**src/rtl/aes_sbox_pkg.sv**
```systemverilog
// Shared constants, FSM state type and GF(2^8) helpers for the sbox scheduler.
package aes_sbox_pkg;

    localparam int         NUM_LANES        = 20;
    localparam int         SB_LANES         = 16;
    localparam int         KS_LANE_BASE     = 16;
    localparam logic [7:0] SBOX_ZERO_RESULT = 8'h63;
    localparam logic [7:0] GEN              = 8'h03;
    localparam logic [7:0] GEN_INV          = 8'hf6;

    typedef enum logic [1:0] {IDLE, WALK, RSP} state_e;

    function automatic logic [7:0] xtime(input logic [7:0] a);
        return {a[6:0], 1'b0} ^ (a[7] ? 8'h1b : 8'h00);
    endfunction

    function automatic logic [7:0] gf_mul(input logic [7:0] a, input logic [7:0] b);
        logic [7:0] acc;
        logic [7:0] x;
        acc = 8'h00;
        x   = a;
        for (int i = 0; i < 8; i++) begin
            if (b[i]) acc = acc ^ x;
            x = xtime(x);
        end
        return acc;
    endfunction

    function automatic logic [7:0] rotl8(input logic [7:0] a, input int n);
        logic [15:0] w;
        w = {a, a} << n;
        return w[15:8];
    endfunction

    function automatic logic [7:0] affine(input logic [7:0] inv);
        return inv ^ rotl8(inv, 1) ^ rotl8(inv, 2) ^ rotl8(inv, 3) ^ rotl8(inv, 4) ^ 8'h63;
    endfunction

endpackage

```
**src/rtl/sbox_sched_sbox.sv**
```systemverilog
// Iterative multi-lane sbox: walks g^t and g^-t in lockstep; a lane whose index equals g^t
// takes g^-t as its inverse. Deasserting en restarts the walk.
module sbox_sched_sbox
    import aes_sbox_pkg::*;
(
    input  logic                           clk,
    input  logic                           resetn,
    input  logic                           en,
    input  logic [NUM_LANES-1:0][7:0]      idx,
    output logic                           done,
    output logic [NUM_LANES-1:0][7:0]      sbout
);

    logic [7:0]                 pow_q, pow_d;
    logic [7:0]                 inv_q, inv_d;
    logic [NUM_LANES-1:0]       hit_q, hit_d;
    logic [NUM_LANES-1:0][7:0]  res_q, res_d;
    logic [NUM_LANES-1:0]       lane_hit;

    for (genvar g = 0; g < NUM_LANES; g++) begin : g_lane
        // Zero has no inverse; it completes at once with the fixed affine image.
        assign lane_hit[g] = hit_q[g] | (idx[g] == 8'h00) | (idx[g] == pow_q);
        assign sbout[g]    = hit_q[g]          ? res_q[g]         :
                             (idx[g] == 8'h00) ? SBOX_ZERO_RESULT : affine(inv_q);
    end

    assign done = en & (&lane_hit);

    always_comb begin
        pow_d = 8'h01;
        inv_d = 8'h01;
        hit_d = '0;
        res_d = res_q;
        if (en) begin
            pow_d = gf_mul(pow_q, GEN);
            inv_d = gf_mul(inv_q, GEN_INV);
            hit_d = lane_hit;
            res_d = sbout;
        end
    end

    always_ff @(posedge clk or negedge resetn) begin
        if (!resetn) begin
            pow_q <= 8'h01;
            inv_q <= 8'h01;
            hit_q <= '0;
            res_q <= '0;
        end else begin
            pow_q <= pow_d;
            inv_q <= inv_d;
            hit_q <= hit_d;
            res_q <= res_d;
        end
    end

endmodule

```
**src/rtl/sbox_sched.sv**
```systemverilog
// Shares one iterative sbox between SubBytes (lanes 0-15) and SubWord (lanes 16-19).
// Optional walk timeout with sticky err: define SBOX_SCHED_TIMEOUT_EN.
module sbox_sched
    import aes_sbox_pkg::*;
#(
    parameter int WALK_MAX = 256,
    parameter int CNT_W    = 9
) (
    input  logic          clk,
    input  logic          resetn,
    input  logic          sb_req_valid,
    output logic          sb_req_ready,
    input  logic [127:0]  sb_req_data,
    output logic          sb_rsp_valid,
    input  logic          sb_rsp_ready,
    output logic [127:0]  sb_rsp_data,
    input  logic          ks_req_valid,
    output logic          ks_req_ready,
    input  logic [31:0]   ks_req_data,
    output logic          ks_rsp_valid,
    input  logic          ks_rsp_ready,
    output logic [31:0]   ks_rsp_data,
    output logic          busy,
    output logic          err
);

    if (CNT_W < $clog2(WALK_MAX + 1)) begin : g_cnt_w_chk
        $error("CNT_W too narrow to hold WALK_MAX");
    end

    state_e                     state_q, state_d;
    logic                       sb_acc_q, sb_acc_d, ks_acc_q, ks_acc_d;
    logic                       sb_vld_q, sb_vld_d, ks_vld_q, ks_vld_d;
    logic [NUM_LANES-1:0][7:0]  lanes_q, lanes_d;
    logic [127:0]               sb_res_q, sb_res_d;
    logic [31:0]                ks_res_q, ks_res_d;
    logic                       sbox_en;
    logic                       sbox_done;
    logic [NUM_LANES-1:0][7:0]  sbox_out;
`ifdef SBOX_SCHED_TIMEOUT_EN
    logic                       err_q, err_d;
    logic [CNT_W-1:0]           walk_cnt_q, walk_cnt_d;
`endif

    sbox_sched_sbox u_sbox (
        .clk    (clk),
        .resetn (resetn),
        .en     (sbox_en),
        .idx    (lanes_q),
        .done   (sbox_done),
        .sbout  (sbox_out)
    );

    always_comb begin
        state_d      = state_q;
        sb_acc_d     = sb_acc_q;
        ks_acc_d     = ks_acc_q;
        sb_vld_d     = sb_vld_q;
        ks_vld_d     = ks_vld_q;
        lanes_d      = lanes_q;
        sb_res_d     = sb_res_q;
        ks_res_d     = ks_res_q;
        sb_req_ready = 1'b0;
        ks_req_ready = 1'b0;
        sbox_en      = 1'b0;
`ifdef SBOX_SCHED_TIMEOUT_EN
        err_d        = err_q;
        walk_cnt_d   = walk_cnt_q;
`endif
        case (state_q)
            IDLE: begin
                sb_req_ready = 1'b1;
                ks_req_ready = 1'b1;
                if (sb_req_valid || ks_req_valid) begin
                    sb_acc_d = sb_req_valid;
                    ks_acc_d = ks_req_valid;
                    // Idle lanes carry 0x00 so they never hold up done.
                    lanes_d  = '0;
                    if (sb_req_valid) lanes_d[SB_LANES-1:0] = sb_req_data;
                    if (ks_req_valid) lanes_d[NUM_LANES-1:KS_LANE_BASE] = ks_req_data;
`ifdef SBOX_SCHED_TIMEOUT_EN
                    walk_cnt_d = '0;
`endif
                    state_d  = WALK;
                end
            end
            WALK: begin
                sbox_en = 1'b1;
                if (sbox_done) begin
                    if (sb_acc_q) sb_res_d = sbox_out[SB_LANES-1:0];
                    if (ks_acc_q) ks_res_d = sbox_out[NUM_LANES-1:KS_LANE_BASE];
                    sb_vld_d = sb_acc_q;
                    ks_vld_d = ks_acc_q;
                    state_d  = RSP;
                end
`ifdef SBOX_SCHED_TIMEOUT_EN
                else if (walk_cnt_q == CNT_W'(WALK_MAX - 1)) begin
                    err_d    = 1'b1;
                    if (sb_acc_q) sb_res_d = '0;
                    if (ks_acc_q) ks_res_d = '0;
                    sb_vld_d = sb_acc_q;
                    ks_vld_d = ks_acc_q;
                    state_d  = RSP;
                end else begin
                    walk_cnt_d = walk_cnt_q + 1'b1;
                end
`endif
            end
            RSP: begin
                if (sb_rsp_ready) sb_vld_d = 1'b0;
                if (ks_rsp_ready) ks_vld_d = 1'b0;
                if (!sb_vld_d && !ks_vld_d) state_d = IDLE;
            end
            default: state_d = IDLE;
        endcase
    end

    always_ff @(posedge clk or negedge resetn) begin
        if (!resetn) begin
            state_q  <= IDLE;
            sb_acc_q <= 1'b0;
            ks_acc_q <= 1'b0;
            sb_vld_q <= 1'b0;
            ks_vld_q <= 1'b0;
            lanes_q  <= '0;
            sb_res_q <= '0;
            ks_res_q <= '0;
        end else begin
            state_q  <= state_d;
            sb_acc_q <= sb_acc_d;
            ks_acc_q <= ks_acc_d;
            sb_vld_q <= sb_vld_d;
            ks_vld_q <= ks_vld_d;
            lanes_q  <= lanes_d;
            sb_res_q <= sb_res_d;
            ks_res_q <= ks_res_d;
        end
    end

`ifdef SBOX_SCHED_TIMEOUT_EN
    always_ff @(posedge clk or negedge resetn) begin
        if (!resetn) begin
            err_q      <= 1'b0;
            walk_cnt_q <= '0;
        end else begin
            err_q      <= err_d;
            walk_cnt_q <= walk_cnt_d;
        end
    end
    assign err = err_q;
`else
    assign err = 1'b0;
`endif

    assign sb_rsp_valid = sb_vld_q;
    assign ks_rsp_valid = ks_vld_q;
    assign sb_rsp_data  = sb_res_q;
    assign ks_rsp_data  = ks_res_q;
    assign busy         = (state_q != IDLE);

endmodule

```
**config.mk**
```make
export PLATFORM = sky130hd
export DESIGN_NAME = sbox_sched
export DESIGN_NICKNAME = d
export VERILOG_FILES = /design/src/rtl/aes_sbox_pkg.sv /design/src/rtl/sbox_sched_sbox.sv /design/src/rtl/sbox_sched.sv
export SDC_FILE = /design/constraint.sdc
export NUM_CORES = 1
export LEC_CHECK = 0
export BUFFER_PORTS_ARGS = -buffer_cell sky130_fd_sc_hd__buf_2
export CORE_MARGIN = 5
export CORE_UTILIZATION = 55
export DETAILED_ROUTE_END_ITERATION = 10
export GPL_TIMING_DRIVEN = 0
export PLACE_DENSITY = 0.77
export SYNTH_ARGS = -nofsm -noshare
export SYNTH_HDL_FRONTEND = slang
export SYNTH_SLANG_ARGS = --single-unit
```
**constraint.sdc**
```tcl
create_clock -name clk -period 4.1 [get_ports clk]
set_input_delay 0.41 -clock clk [delete_from_list [all_inputs] [get_ports clk]]
set_output_delay 0.41 -clock clk [all_outputs]
set_load 0.02 [all_outputs]
```
### Word-level counts from Yosys, hierarchy flattened

Cells that the tools add are included.

| storage, ports and cells | value |
|---|---|
| bits in registers | 522 |
| logic and storage cells | 241 |

| operators by class | value |
|---|---|
| eq/ne operators | 25 |
| multiplexer cells | 73 |
| bitwise logic cells | 60 |
| reductions and logical operators | 33 |

Operators by type and width:

| kind | count |
|---|---|
| $mux W8 | 48 |
| $eq A8 B8 Y1 | 20 |
| $logic_not A8 Y1 | 20 |
| $mux W128 | 1 |
| $xor A8 B8 Y8 | 10 |
| $xor A8 B5 Y8 | 8 |
| $mux W5 | 8 |
| $or A1 B1 Y1 | 40 |
| $mux W32 | 1 |
| $mux W20 | 1 |
| $reduce_and A20 Y1 | 1 |
| $reduce_and A3 Y1 | 3 |
| $mux W1 | 8 |
| $mux W2 | 3 |
| $ne A2 B2 Y1 const B | 3 |
| $pmux W2 S3 | 1 |
| $not A4 Y4 | 1 |
| $pmux W1 S2 | 2 |
| $reduce_and A2 Y1 | 2 |
| $reduce_bool A2 Y1 | 2 |
| $eq A2 B1 Y1 const B | 1 |
| $eq A2 B2 Y1 const B | 1 |
| $logic_not A1 Y1 | 2 |
| $logic_not A2 Y1 | 1 |
| 3 further kinds | 3 |

### Depth between registers and ports, before layout

| depth | value |
|---|---|
| depth after elaboration | 16 |
| mapped depth | 12 |
| gate-level depth less buffers | 7 |

### By module

From an unflattened synthesis, not the netlist that was laid out.

| second synthesis, totals | value |
|---|---|
| cell total of the unflattened synthesis | 1875 |
| area total of the unflattened synthesis | 23324.9 µm² |

Modules (own cells, without submodules):

| module | times used | cells an instance | area an instance (µm²) | sequential area each (µm²) |
|---|---|---|---|---|
| sbox_sched | 1 | 731 | 11895.2 | 8157.8 |
| sbox_sched_sbox | 1 | 1144 | 11429.7 | 4907.2 |

### Worst setup path before layout

OpenSTA, ideal clock, no wires.

| timing | value |
|---|---|
| path type | reg-to-reg |
| from | reg u_sbox.pow_q[0] |
| to | reg sb_res_q[106], in the netlist sb_rsp_data[106] |
| setup time | 125 ps |
| arrival time | 2765 ps |
| required time | 3975 ps |
| setup slack | 1210 ps |
| cell stages (with the launch flop) | 11 |
| buffers on the path | 3 |
| path through | dfstp_2 > buf_4 > xor2_1 > nor4_1 > a21boi_0 > or4_4 > nor4_4 > nand4_2 > buf_2 > buf_6 > mux2_4 |

| on the way | value |
|---|---|
| cells in the longest elaborated chain, start to end | 5 |
| elaborated cells on any way between the ends | 43 |
| those cells by class | eq/ne: 20; bitwise: 21; reduce/logical: 2 |

Ends and longest elaborated chain:

| item | line | text |
|---|---|---|
| start: declaration | sbox_sched_sbox.sv:14 | `logic [7:0] pow_q, pow_d;` |
| start signal: assignment | sbox_sched_sbox.sv:49 | `pow_q <= pow_d;` |
| $eq A8 B8 Y1 | sbox_sched_sbox.sv:22 | `assign lane_hit[g] = hit_q[g] \| (idx[g] == 8'h00) \| (idx[g] == pow_q);` |
| $or A1 B1 Y1 | sbox_sched_sbox.sv:22 |  |
| $reduce_and A20 Y1 (*) | sbox_sched_sbox.sv:27 | `assign done = en & (&lane_hit);` |
| $and A1 B1 Y1 (*) | sbox_sched_sbox.sv:27 |  |
| $reduce_and A3 Y1 (no source line) (*) | - |  |
| end signal: assignment | sbox_sched.sv:135 | `sb_res_q <= sb_res_d;` |
| end: declaration | sbox_sched.sv:35 | `logic [127:0] sb_res_q, sb_res_d;` |

Mark *: on every way between the ends. The rest lies on a longest branch, timed or not.
A chain may end at the register's enable or synchronous reset.

### Final worst setup path

| timing | value |
|---|---|
| from | reg u_sbox.pow_q[1] |
| to | reg sb_res_q[111], in the netlist sb_rsp_data[111] |

The elaborated chain is that of the path after synthesis.

==> flow_summary_export.csv <==
group,metric,value,unit
outcome,status,"finished clean",
logic_synthesis,synth_area_leaders,"dfrtp_1, a22o_1, mux2_2",
logic_synthesis,async_reset_ff_frac,1.00,
place,dp_cells,2785,
global_route,grt_pass1_vias,18500,
logic_synthesis,synth_nets,2078,
logic_synthesis,yosys-top-cells-count,"dfrtp_1, a22o_1, a21oi_1",
worst_setup_path,critPathCaptureType,"flip-flop",
clocking,clock_latency,600,ps
worst_setup_path,startpoint_type,"flip-flop",
pwr,p_leak,13.6,nW
clocking,root_buffer,"clkbuf_16",
clocking,numCtsBuffers,52,
clocking,numClockSinks,522,
routing,wl_per_cell,24.9,um
logic_synthesis,synth.most_common_cell,"dfrtp_1",
sta,finalSetupViolations,0,
clocking,post-cts-setup-buffers,0,
floorplan,io_pins,332,
logic_synthesis,synth_top_area_cell,"dfrtp_1",
cells_and_area,synthToLayoutAreaGrowth,18.5,%
cells_and_area,design_area,0.0273,mm^2
clocking,cts.clk_slew.worst_paths,60,ps
logic_synthesis,synth_edf_count,0,
place,place.gp.congestion,0.916,
clocking,cts.htree.levels,2,
logic_synthesis,syn-cell-area,0.0231,mm^2
place,io_buffers,330,
cells_and_area,utilization,0.655,
worst_setup_path,path_common_cell,"buf_2",
global_route,grt_overflow,0,
logic_synthesis,synth_area_per_cell,12.1,um^2
pwr,p_per_area,974,mW/mm^2
worst_setup_path,worstSetupPathType,"reg2reg",
worst_hold_path,holdCritPathClass,"in2reg",
floorplan,fp.dieH,215,um
logic_synthesis,ys_types,36,
sta,finalCritPeriodShare,0.952,
place,placed_area,0.0255,mm^2
logic_synthesis,yosysWarnings,0,
sta,fin_crit,3900,ps
cells_and_area,instances_no_fill,2882,
flow_run,max_cap_violations,0,
floorplan,dieArea,0.0462,mm^2
logic_synthesis,synth_cells,1912,
floorplan,initial_core_util,0.553,
global_route,groute.usage.overall,0.304,
pwr,ir_worst_vdd,1.21,mV
cells_and_area,drive_gt1_frac,0.259,
routing,final_antenna_net_count,0,
sta,setup_ws,198,ps
clocking,cts_tree,"yes",
sta,skew,23.7,ps
worst_setup_path,slowest_delay,460,ps
routing,first_iter_violations,1612,
place,pre_cts_ws,120,ps
worst_setup_path,arrival,4370,ps
sta,tightest_slew,1050,ps
global_route,grt_pass1_wl,109,mm
floorplan,core,0.0418,mm^2
routing,drc_errors,0,
cells_and_area,nets,2466,
logic_synthesis,yosys_register_bits,522,
clocking,clk_path_buf_depth,3,
routing,num_vias,17800,
floorplan,fp.dieW,215,um
routing,dr.pass1.iters,5,
logic_synthesis,seq_area_frac_synth,0.566,
sta,hold_viol_final,0,
place,place_hpwl,50.6,mm
routing,vias_per_cell,6.18,
logic_synthesis,synth_top_cell_area_share,0.564,
global_route,antenna_found_initial,2,
worst_setup_path,crit_family,"buffers and inverters",
logic_synthesis,synthFlopType,"dfrtp_1",
sta,drv_slew,0,
routing,wl,71.7,mm
floorplan,fp-row-count,75,
worst_setup_path,path_buf_inv,5,
worst_setup_path,slowest_stage,"buf_2",
worst_setup_path,crit_fanout,10,
sta,max_freq,0.256,GHz
global_route,grt_max_degree,120,
sta,slew_headroom,0.302,
pwr,finalPower,0.0266,W
worst_setup_path,critPathRequiredTime,4570,ps
worst_setup_path,worstPathCellList,"buf_2, buf_2, buf_2, xor2_1, nor4_1, a21boi_0, nor4_2, and3_1, nand4_2, buf_2, buf_6, mux2_4",
==> cell families (layout without fill, tap and decap cells) <==
| kind of cell | count (synthesis) | in the layout | share of synthesized area |
|---|---|---|---|
| xor gates and xnor gates | 188 | 188 | 0.0713 |
| AOI/OAI and AO/OA | 534 | 534 | 0.171 |
| DFF | 522 | 522 | 0.566 |
| and+or+nand+nor | 344 | 344 | 0.0795 |
| other | 1 | 2 | 0.000162 |
| buffers and inverters | 163 | 593 | 0.0327 |
| muxes | 160 | 160 | 0.0795 |
==> routing by layer <==
metal  track usage  part of all wire
met3        0.0580             0.080
met4         0.151             0.052
met2         0.483              0.47
met1         0.405              0.40
met5             0           0.00017
==> placed cells by master (no fill, tap or decap), types with 9 or more instances in the layout <==
cell type,Yosys,layout
a21boi_0,16,16
nor2b_1,82,82
dfrtp_1,520,520
and2_1,12,12
clkinv_2,0,10
clkbuf_8,0,14
mux2_4,9,9
nand2b_1,21,21
nand2_1,12,12
buf_2,24,347
a21oi_1,187,187
mux2_1,26,26
a22o_1,320,320
xor2_1,153,153
clkbuf_16,0,53
mux2_2,125,125
clkbuf_1,115,124
nor2_1,127,127
nor4_1,77,76
xnor2_1,35,35
buf_6,13,13
==> where the power goes <==
part	switching (W)	internal [W]	total, W
Combinational	0.00927	0.00463	0.0139
Clock	0.00205	0.00294	0.00499
Sequential	0.00108	0.00665	0.00773
==> metrics by stage <==
stage | TNS, ps | hold slack [ps]
CTS | 0 | 11.3
global placement | -3929090 | 469
detailed placement | 0 | 475
finish | 0 | 33.6
global route | -15.6 | 28.1
floorplan | 0 | 114
==> state kept, by name, indices dropped and copies added (netlist names) <==
register and flops:
sb_rsp_data 128, u_sbox.hit_q 20, u_sbox.inv_q 8, sb_rsp_valid 1
ks_rsp_valid 1, u_sbox.res_q 160, ks_rsp_data 32, u_sbox.pow_q 8
ks_acc_q 1, lanes_q 160, state_q 2, sb_acc_q 1
==> cell type report <==
class,count,area (um^2)
Antenna cell,1,2.50
Buffer,158,747
Clock buffer,76,1550
Clock inverter,20,240
Fill cell,3159,14400
Inverter,4,15.0
Multi-Input combinational cell,1227,9270
Sequential cell,522,13100
Tap cell,539,674
Timing Repair Buffer,335,1780
==> repair_timing <==
item / CTS / global route
gates resized for setup: 0 / 8
hold buffers: 1 / 0
hold endpoints to repair: 96 / 0
setup endpoints to repair: 0 / 155
==> final timing paths <==
check                                startpoint                to  slack, ps  cells after the start
worst max-delay path            u_sbox.pow_q[1]  sb_rsp_data[111]        200                     12
worst min-delay path            sb_req_data[58]       lanes_q[58]         30                      2
worst max register to register  u_sbox.pow_q[1]  sb_rsp_data[111]        200                     12
worst min register to register  sb_rsp_data[64]   sb_rsp_data[64]        480                      1
max in group asynchronous                resetn  sb_rsp_data[120]       1660                      5
min in group asynchronous                resetn      lanes_q[117]        460                      2
Note: power is estimated with default switching activity, not from simulation.
